--- src/rtl/shared_pkg.sv ---
// Shared constants and types for the APB requester arbiter slice.
package shared_pkg;

    localparam int APB_DATA_WIDTH = 32;
    localparam int APB_ADDR_WIDTH = 32;
    localparam int APB_STRB_WIDTH = APB_DATA_WIDTH / 8;
    localparam int NUM_REQ        = 2;
    localparam int TIMEOUT_CYCLES = 16;

    // Highest register in the completer's map; anything above it is unmapped.
    localparam logic [APB_ADDR_WIDTH-1:0] SYS_CTRL_REG = 32'h0000_003C;
    localparam logic [APB_ADDR_WIDTH-1:0] REG_ADDR_MAX = SYS_CTRL_REG;

    typedef enum logic [2:0] {
        ST_IDLE   = 3'b001,
        ST_SETUP  = 3'b010,
        ST_ACCESS = 3'b100
    } state_e;

endpackage

--- src/rtl/apb_rr_arbiter.sv ---
// Two-way round-robin pick: the requester not granted last wins a tie.
module apb_rr_arbiter (
    input  logic [1:0] req,
    input  logic       last_grant,
    output logic       grant,
    output logic       valid
);

    // Pure combinational selection of the winning requester index.
    always_comb begin
        valid = |req;
        grant = 1'b0;
        if (req == 2'b11) begin
            grant = ~last_grant;
        end else if (req[1]) begin
            grant = 1'b1;
        end
    end

endmodule

--- src/rtl/apb_req_arbiter.sv ---
// Arbitrates two requesters onto a single APB master port with address
// screening, a PREADY timeout and registered outputs.
module apb_req_arbiter #(
    parameter int DATA_WIDTH     = shared_pkg::APB_DATA_WIDTH,
    parameter int ADDR_WIDTH     = shared_pkg::APB_ADDR_WIDTH,
    parameter int STRB_WIDTH     = DATA_WIDTH / 8,
    parameter int NUM_REQ        = shared_pkg::NUM_REQ,
    parameter int TIMEOUT_CYCLES = shared_pkg::TIMEOUT_CYCLES
) (
    input  logic                                PCLK,
    input  logic                                PRESET,
    input  logic [NUM_REQ-1:0]                  req,
    input  logic [NUM_REQ-1:0]                  req_write,
    input  logic [NUM_REQ-1:0][ADDR_WIDTH-1:0]  req_addr,
    input  logic [NUM_REQ-1:0][DATA_WIDTH-1:0]  req_wdata,
    input  logic [NUM_REQ-1:0][STRB_WIDTH-1:0]  req_strb,
    output logic [NUM_REQ-1:0]                  done,
    output logic [DATA_WIDTH-1:0]               rdata,
    output logic                                err,
    output logic                                PSEL,
    output logic                                PENABLE,
    output logic                                PWRITE,
    output logic [ADDR_WIDTH-1:0]               PADDR,
    output logic [DATA_WIDTH-1:0]               PWDATA,
    output logic [STRB_WIDTH-1:0]               PSTRB,
    input  logic [DATA_WIDTH-1:0]               PRDATA,
    input  logic                                PREADY,
    input  logic                                PSLVERR
);

    import shared_pkg::*;

    localparam int CNT_W = $clog2(TIMEOUT_CYCLES + 1);

    state_e                 state, state_d;
    logic                   gnt, gnt_d;
    logic                   last_grant, last_d;
    logic [CNT_W-1:0]       cnt, cnt_d, cnt_inc;
    logic                   psel_d, penable_d, pwrite_d, err_d;
    logic [ADDR_WIDTH-1:0]  paddr_d;
    logic [DATA_WIDTH-1:0]  pwdata_d, rdata_d;
    logic [STRB_WIDTH-1:0]  pstrb_d;
    logic [NUM_REQ-1:0]     done_d, arb_req;
    logic                   arb_grant, arb_valid, addr_ok;

    // A requester still holds req during its own done cycle; hide it so it
    // is not served twice, while the other requester may be granted at once.
    assign arb_req = req & ~done;
    assign addr_ok = (req_addr[arb_grant][1:0] == 2'b00) &&
                     (req_addr[arb_grant] <= ADDR_WIDTH'(REG_ADDR_MAX));
    assign cnt_inc = cnt + 1'b1;

    apb_rr_arbiter u_rr (
        .req        (arb_req),
        .last_grant (last_grant),
        .grant      (arb_grant),
        .valid      (arb_valid)
    );

    // Next-state and next-output decode for the transfer FSM.
    always_comb begin
        // NOTE: every output gets a default first, so no path can infer a latch.
        state_d   = state;
        gnt_d     = gnt;
        last_d    = last_grant;
        cnt_d     = cnt;
        psel_d    = PSEL;
        penable_d = PENABLE;
        pwrite_d  = PWRITE;
        paddr_d   = PADDR;
        pwdata_d  = PWDATA;
        pstrb_d   = PSTRB;
        done_d    = '0;
        rdata_d   = rdata;
        err_d     = err;
        case (state)
            ST_IDLE: begin
                if (arb_valid) begin
                    if (addr_ok) begin
                        state_d  = ST_SETUP;
                        gnt_d    = arb_grant;
                        cnt_d    = '0;
                        psel_d   = 1'b1;
                        penable_d = 1'b0;
                        pwrite_d = req_write[arb_grant];
                        paddr_d  = req_addr[arb_grant];
                        pwdata_d = req_wdata[arb_grant];
                        pstrb_d  = req_write[arb_grant] ? req_strb[arb_grant] : '0;
                    end else begin
                        // Unmapped or misaligned: answer locally, never touch the bus.
                        done_d[arb_grant] = 1'b1;
                        err_d   = 1'b1;
                        rdata_d = '0;
                        last_d  = arb_grant;
                    end
                end
            end
            ST_SETUP: begin
                state_d   = ST_ACCESS;
                penable_d = 1'b1;
            end
            ST_ACCESS: begin
                if (!PREADY) begin
                    cnt_d = cnt_inc;
                end
                if (PREADY || (cnt_inc == CNT_W'(TIMEOUT_CYCLES))) begin
                    state_d     = ST_IDLE;
                    psel_d      = 1'b0;
                    penable_d   = 1'b0;
                    done_d[gnt] = 1'b1;
                    last_d      = gnt;
                    err_d       = PREADY ? PSLVERR : 1'b1;
                    rdata_d     = (PREADY && !PWRITE) ? PRDATA : '0;
                end
            end
            default: begin
                state_d   = ST_IDLE;
                psel_d    = 1'b0;
                penable_d = 1'b0;
            end
        endcase
    end

    // State and registered outputs, cleared asynchronously by PRESET.
    always_ff @(posedge PCLK or posedge PRESET) begin
        // NOTE: non-blocking assignments keep every register sampling pre-edge values.
        if (PRESET) begin
            state      <= ST_IDLE;
            gnt        <= 1'b0;
            last_grant <= 1'b1;
            cnt        <= '0;
            PSEL       <= 1'b0;
            PENABLE    <= 1'b0;
            PWRITE     <= 1'b0;
            PADDR      <= '0;
            PWDATA     <= '0;
            PSTRB      <= '0;
            done       <= '0;
            rdata      <= '0;
            err        <= 1'b0;
        end else begin
            state      <= state_d;
            gnt        <= gnt_d;
            last_grant <= last_d;
            cnt        <= cnt_d;
            PSEL       <= psel_d;
            PENABLE    <= penable_d;
            PWRITE     <= pwrite_d;
            PADDR      <= paddr_d;
            PWDATA     <= pwdata_d;
            PSTRB      <= pstrb_d;
            done       <= done_d;
            rdata      <= rdata_d;
            err        <= err_d;
        end
    end

endmodule

--- config.mk ---
export PLATFORM = sky130hd
export DESIGN_NAME = apb_req_arbiter
export DESIGN_NICKNAME = d
export VERILOG_FILES = /design/src/rtl/shared_pkg.sv /design/src/rtl/apb_rr_arbiter.sv /design/src/rtl/apb_req_arbiter.sv
export SDC_FILE = /design/constraint.sdc
export NUM_CORES = 1
export LEC_CHECK = 0
export CAP_MARGIN = 20
export CELL_PAD_IN_SITES_DETAIL_PLACEMENT = 0
export CELL_PAD_IN_SITES_GLOBAL_PLACEMENT = 1
export CORE_ASPECT_RATIO = 0.6
export CORE_MARGIN = 2
export CORE_UTILIZATION = 31
export CTS_CLUSTER_SIZE = 16
export DETAILED_ROUTE_END_ITERATION = 10
export PLACE_DENSITY = 0.84
export SLEW_MARGIN = 0
export SYNTH_ARGS = -nofsm -noshare
export SYNTH_HDL_FRONTEND = slang
export SYNTH_HIERARCHICAL = 1
export SYNTH_SLANG_ARGS = --single-unit
--- constraint.sdc ---
create_clock -name PCLK -period 6.1 [get_ports PCLK]
set_input_delay 0.61 -clock PCLK [delete_from_list [all_inputs] [get_ports PCLK]]
set_output_delay 0.61 -clock PCLK [all_outputs]
set_load 0.005 [all_outputs]
# Word-level counts from Yosys, hierarchy flattened
# Index checks and enable logic that the tools add are counted.
word_totals:
  regBits: 116
  latch_bits: 0
  mem_bits_rw: 0
  romBits: 0
  input_bits: 176
  output_inout_bits: 106
  word_cells: 95
  mem_count: 0
op_classes:
  add_sub_neg: 1
  mul: 0
  div_mod_pow: 0
  magnitude_cmp: 5
  n_eq_ne: 10
  n_shift: 0
  mux: 48
  bitwise_logic: 4
  n_reduce_logical: 14
ops:
  columns: ["op", "count"]
  rows:
  - ["$mux 32", 8]
  - ["$pmux 32 s2", 1]
  - ["$le 32x6->1 const B", 1]
  - ["$mux 1", 18]
  - ["$mux 5", 3]
  - ["$mux 4", 3]
  - ["$reduce_and 4->1", 3]
  - ["$ne 2x2->1 const B", 5]
  - ["$pmux 5 s2", 1]
  - ["$mux 3", 3]
  - ["$pmux 3 s3", 1]
  - ["$mux 2", 3]
  - ["$pmux 1 s3", 2]
  - ["$reduce_and 3->1", 2]
  - ["$add 5x1->5 const B", 1]
  - ["$eq 5x5->1 const B", 1]
  - ["$logic_and 1x1->1", 4]
  - ["$lt 1x2->1 const B", 2]
  - ["$pmux 1 s2", 2]
  - ["$pmux 2 s2", 1]
  - ["$eq 3x1->1 const B", 1]
  - ["$eq 3x2->1 const B", 1]
  - ["$eq 3x3->1 const B", 1]
  - ["$and 2x2->2", 1]
  - ["other kinds (10)", 13]

# Longest topological paths before layout
depth:
  ltp_word: 11
  mapped_depth: 8
  ltp_nobuf: 7

# Modules after synthesis
# The synthesis kept the hierarchy.
by_module_without_submodules:
  columns: ["mod", "instances", "cells_each", "area_per_inst_um2", "seq_area_each_um2"]
  rows:
  - ["apb_req_arbiter", 1, 376, 4991.0, 2905.3]
  - ["apb_rr_arbiter", 1, 2, 13.8, 0.0]

# Worst setup path before layout
# Ideal clock, no wire load.
synth_path:
  kind: "input-to-reg"
  startpoint: "in req[1]"
  endpoint: "reg PADDR[2]"
  setup_ps: 125
  t_arrival_ps: 2904
  required_ps: 5975
  setup_slack_ps: 3071
  path_stages: 8
  n_path_buf: 1
  path_cell_list: "nor2b_1 a21boi_1 or4b_2 o22ai_1 nand3_2 nor3_4 buf_4 mux2_2"
synth_via:
  elab_chain_len: 8
  word_cells_on_any_way: 11
  classes_between: "1 x order compare; 1 x eq/ne; 4 x mux; 1 x bitwise; 4 x reduce/logical"
synth_rtl:
  columns: ["item", "line", "text"]
  rows:
  - ["from (decl)", "apb_req_arbiter.sv:12", "input logic [NUM_REQ-1:0] req,"]
  - ["$and 2x2->2 *", "apb_req_arbiter.sv:48", "assign arb_req = req & ~done;"]
  - ["$eq 2x2->1 or $mux 1 (tied branches)", "apb_rr_arbiter.sv:13, apb_rr_arbiter.sv:15", null]
  - ["$mux 1 *", "apb_rr_arbiter.sv:13", "if (req == 2'b11) begin"]
  - ["via arb_grant", "apb_req_arbiter.sv:44", "logic arb_grant, arb_valid, addr_ok;"]
  - ["$mux 32 (implied by the code) * (2 in a row)", "apb_req_arbiter.sv:50, apb_req_arbiter.sv:86", null]
  - ["$le 32x6->1 or $logic_not 2->1 (tied branches)", "apb_req_arbiter.sv:50, apb_req_arbiter.sv:49", null]
  - ["$logic_and 1x1->1", "apb_req_arbiter.sv:49", "assign addr_ok = (req_addr[arb_grant][1:0] == 2'b00) &&"]
  - ["$reduce_and 3->1 (no line)", null, null]
  - ["to (signal assigned)", "apb_req_arbiter.sv:149", "PADDR <= paddr_d;"]
  - ["to (decl)", "apb_req_arbiter.sv:23", "output logic [ADDR_WIDTH-1:0] PADDR,"]
# Mark *: on every way through the listed nets, which the timed path passes. The rest lies on a longest branch. The select of a mux whose other input is x is not followed.
# A chain may end at the register's enable or synchronous reset.

# Worst setup path in the final report
layout_path:
  startpoint: "in req[1]"
  endpoint: "reg PWDATA[25]"
layout_via:
  elab_chain_len: 8
  word_cells_on_any_way: 13
  classes_between: "1 x order compare; 1 x eq/ne; 6 x mux; 1 x bitwise; 4 x reduce/logical"
layout_rtl:
  columns: ["item", "line", "text"]
  rows:
  - ["$and 2x2->2 *", "apb_req_arbiter.sv:48", null]
  - ["via arb_req[1]", "apb_req_arbiter.sv:43", "logic [NUM_REQ-1:0] done_d, arb_req;"]
  - ["$eq 2x2->1 or $mux 1 (tied branches)", "apb_rr_arbiter.sv:13, apb_rr_arbiter.sv:15", null]
  - ["$mux 1 *", "apb_rr_arbiter.sv:13", null]
  - ["via arb_grant", "apb_req_arbiter.sv:44", null]
  - ["$mux 32 (implied by the code) (2 in a row)", "apb_req_arbiter.sv:50", "(req_addr[arb_grant] <= ADDR_WIDTH'(REG_ADDR_MAX));"]
  - ["$le 32x6->1 or $logic_not 2->1 (tied branches)", "apb_req_arbiter.sv:50, apb_req_arbiter.sv:49", null]
  - ["$logic_and 1x1->1", "apb_req_arbiter.sv:49", null]
  - ["$reduce_and 3->1 (no line)", null, null]
  - ["to (signal assigned)", "apb_req_arbiter.sv:150", "PWDATA <= pwdata_d;"]
  - ["to (decl)", "apb_req_arbiter.sv:24", "output logic [DATA_WIDTH-1:0] PWDATA,"]
# Marks and branches as above.

==> results.md <==
- For the pin with the worst max-slew slack, the measured transition is 0.918 ns.
- The post-detailed-route DRC marker count is 0.
- The floorplan die width is 168 um.
- For the worst setup path, the data required time is 6.38 ns.
- The largest incremental delay on the critical path is 0.68 ns.
- In this run the post-CTS setup repair buffer count came out at 0.
- Before CTS, the worst setup slack after placement is 2.03 ns.
- The internal power summed over all cells is 1550 uW.
- Total power for the finished layout comes to 1990 uW.
- The pin count of the biggest net entering global routing is 78.
- The die is 102 um tall.
- Once detail routing completed, the nets flagged for antenna violations numbered 0.
- The clock input transition at the sequential cells of the worst setup and hold paths is 0.06 ns.
- TritonCTS built the clock tree.
- The number of top-level pins is 282.
- Of the total power, combinational logic draws 11.9%.
- For the finished layout, the period the worst path requires is 3.68 ns.
- The switching component of the power is 446 uW.
- By area the synthesized netlist is led by sky130_fd_sc_hd__dfrtp_1 57%, sky130_fd_sc_hd__mux2_2 17%, sky130_fd_sc_hd__a22o_1 5.9%.
- The clock drives 116 sinks.
- The layout overhead on the synthesized area is 73.1%.
- Timing would allow up to 272 MHz.
- The reported leakage power is 0.00383 uW.
- Synthesis inferred 116 register bits.
- The period utilization is 60.4%.
- The max-capacitance violation count is 0.
- sky130_fd_sc_hd__dfrtp_1 takes more of the synthesized area than any other cell.
- The tightest hold path in the finished design has a slack of 0.488 ns.
- In the routed layout, each cell is associated on average with a via count of 4.65.
- The proportion of power drawn by flip-flops and latches is 39.1%.
- The total of hold buffers inserted after clock tree synthesis is 0.
- The type of the most critical hold path is reg2reg.
- The area of the core region is 15,500 sq um.
- The wire length per cell is 16.6 um.
- The initial antenna violation count is 0.
- The count of flip-flops with a built-in enable after synthesis is 0.
- The later pin in the worst-skew pair is clocked with a latency of 0.39 ns.
- The number of resized instances in the post-cts repair step is 0.
- The worst endpoint data arrival time is 3.96 ns.
- The sort of element at the end of the critical path is a flop.
- The critical path goes through clkdlybuf4s50_1, nor2b_1, a21boi_4, or4b_2, o22ai_1, nand3_2, nor3_4, buf_4, mux2_2.
- The number of failing setup endpoints in the final timing report is 0.
- The distinct cell type count after synthesis is 49.
- The post-route netlist has 18.2% of its cells at a drive strength greater than 1.
- The count of standard-cell rows is 35.
- The largest individual stage delay along the critical path comes from the cell sky130_fd_sc_hd__buf_4.
- The number of hold violations in the final report was 0.
- The H-tree was split into 4 levels.
- The peak supply drop is 158 uV.
- The total via count after detailed routing is 4,089.
- The global-route wire length before repair is 23,500 um.
- The post-DP HPWL is 11,000 um.
- The worst setup slack after layout is 2.42 ns.
- The clock network accounts for 49.1% of the total power.
- The first detailed-routing pass ran for 4 iterations.
- Global routing used 17.5% of the available tracks.
- The Yosys step of the flow raised 6 warnings.
- 0 antenna diodes ended up in the layout.
- Sequential cells were found to cover 58.1% of the synthesized design area.
- The final setup TNS is 0 ns.
- After synthesis the cells add up to 5000 sq um.
- The top flip-flop cell by instance count after synthesis is sky130_fd_sc_hd__dfrtp_1.
- The number of nets produced by synthesis is 555.
- The run finished with clean final reports.
- The aggregate routed wire length is 14,700 um.
- Global routing finished with a remaining overflow of 0.
- Of all flip-flops after synthesis, the portion carrying an async set or reset was 100%.
- The maximum number of buffers from clock root to sink is 2.
- The floorplan step defined a die boundary enclosing 17,200 sq um.
- Setup repair after global routing left no endpoint under its margin.
- The number of max-slew violations in the final report is 0.
- The initial utilization of the core area, before any placement, comes to 32.2%.
- On the final layout, the worst clock skew is 0.00829 ns.
- By startpoint and endpoint, the worst setup path is classified as in2reg.
- The net total in the final layout is 841.
- The number of global-route vias before repair came to 4,407.
- The worst setup path is launched from a primary input.
- Of the total power, the share spent switching nets is 22.4%.
- Dividing total power by cell area gives a power density of 230 nW/um^2.
- The iteration-0 DRC count of the detailed router is 103.
- The congestion estimate from routability-driven global placement came to 0.792.
- The top-area cell type share of the netlist area is 57.0%.
- Dividing the synthesized area by the synthesized cell count gives 13.2 sq um.
- The worst-case register-to-register setup slack is 2.71 ns.
- The number of buffers added by the clock tree synthesis step is 17.
- After technology mapping, the gate count stands at 378.
- The largest fanout on the critical path is 73.
- The headroom to the max-slew limit is 38.8%.
- During placement, the flow inserted port buffers numbering 281.
- The root buffer cell chosen for the clock tree is sky130_fd_sc_hd__clkbuf_16.
Yosys cell counts, drive strengths merged (2+ instances only):
cell type and instances:
dfrtp 114, mux2 78, a22o 34, nor2b 31, nor2 13, buf 10
nor4 10, clkbuf 9, nand2 9, o21ai 8, inv 6, mux2i 6
a21oi 4, a22oi 4, nor3 4, nand2b 3, nand3 3, nand4 3
a21o 2, dfstp 2, o32ai 2, or2 2, xnor2 2
layout by cell type (no fill, tap or decap), types with 4 or more instances in the layout:
| master | count |
|---|---|
| sky130_fd_sc_hd__clkdlybuf4s50_1 | 281 |
| sky130_fd_sc_hd__dfrtp_1 | 114 |
| sky130_fd_sc_hd__mux2_2 | 75 |
| sky130_fd_sc_hd__a22o_1 | 34 |
| sky130_fd_sc_hd__nor2b_1 | 31 |
| sky130_fd_sc_hd__clkbuf_16 | 17 |
| sky130_fd_sc_hd__nor2_1 | 12 |
| sky130_fd_sc_hd__nor4_1 | 10 |
| sky130_fd_sc_hd__nand2_1 | 9 |
| sky130_fd_sc_hd__o21ai_0 | 8 |
| sky130_fd_sc_hd__mux2i_1 | 6 |
| sky130_fd_sc_hd__inv_1 | 5 |
| sky130_fd_sc_hd__a21oi_1 | 4 |
| sky130_fd_sc_hd__a22oi_1 | 4 |
| sky130_fd_sc_hd__inv_6 | 4 |
metal layers:
layer | track usage (%) | part of all wire, %
met5 | 0 | 0
met4 | 3.95 | 0.75
met3 | 7.67 | 9.2
met2 | 28.5 | 46
met1 | 21.8 | 44
logic make-up (layout without fill, tap and decap cells):
| group | after synthesis | count (layout) | share of synthesized area, % |
|---|---|---|---|
| adder cells (fa/ha/maj) | 1 | 1 | 0.250 |
| flip-flops | 116 | 116 | 58.1 |
| AO/OA/AOI/OAI | 63 | 63 | 10.0 |
| buffers and inverters | 25 | 324 | 2.28 |
| multiplexers | 84 | 84 | 18.7 |
| XOR/XNOR | 3 | 3 | 0.525 |
| AND/OR/NAND/NOR | 86 | 86 | 10.1 |
registers in the layout, summed over array words and instances, names as in the netlist:
register and flops:
PWDATA 32, PENABLE 1, PSTRB 4, PSEL 1
PADDR 32, done 2, cnt 5, err 1
PWRITE 1, rdata 32, gnt 1, state 3
last_grant 1
worst max-delay path, delay by kind of cell:
| family | cells | cell delay, ns |
|---|---|---|
| buf+inv | 2 | 1.13 |
| simple gates | 4 | 1.20 |
| mux | 1 | 0.42 |
| compound gates | 2 | 0.52 |
path summary, 6_finish.rpt:
kind | startpoint | endpoint | cells past startpoint
worst max-delay path | req[1] | PWDATA[25] | 9
worst min-delay path | PSTRB[0] | PSTRB[0] | 1
worst max register to register | done[1] | PWDATA[25] | 8
worst min register to register | PSTRB[0] | PSTRB[0] | 1
max in group asynchronous | PRESET | last_grant | 3
min in group asynchronous | PRESET | PADDR[22] | 2
through the flow:
stage	instances	cell area (sq um)	utilization, %
6_report	880	8660	55.7
3_5_place_dp	846	8030	51.7
2_1_floorplan	378	5000	-
3_3_place_gp	846	8030	51.7
5_1_grt	880	8660	55.7
4_1_cts	878	8620	55.4
power groups by stage:
stage	Clock (uW)	Combinational (uW)	Sequential (uW)
floorplan	0	92.3	790
global placement	0	228	791
detailed placement	0	233	791
CTS	1000	234	778
global route	1040	258	778
finish	977	236	778
cell type report:
cell class / count / area (sq um)
Clock buffer: 18 / 439
Clock inverter: 14 / 150
Inverter: 6 / 25.0
Fill cell: 1309 / 6880
Sequential cell: 116 / 2910
Tap cell: 203 / 254
Timing Repair Buffer: 286 / 2880
Multi-Input combinational cell: 237 / 2010
Power figures use the tool's default switching activity.
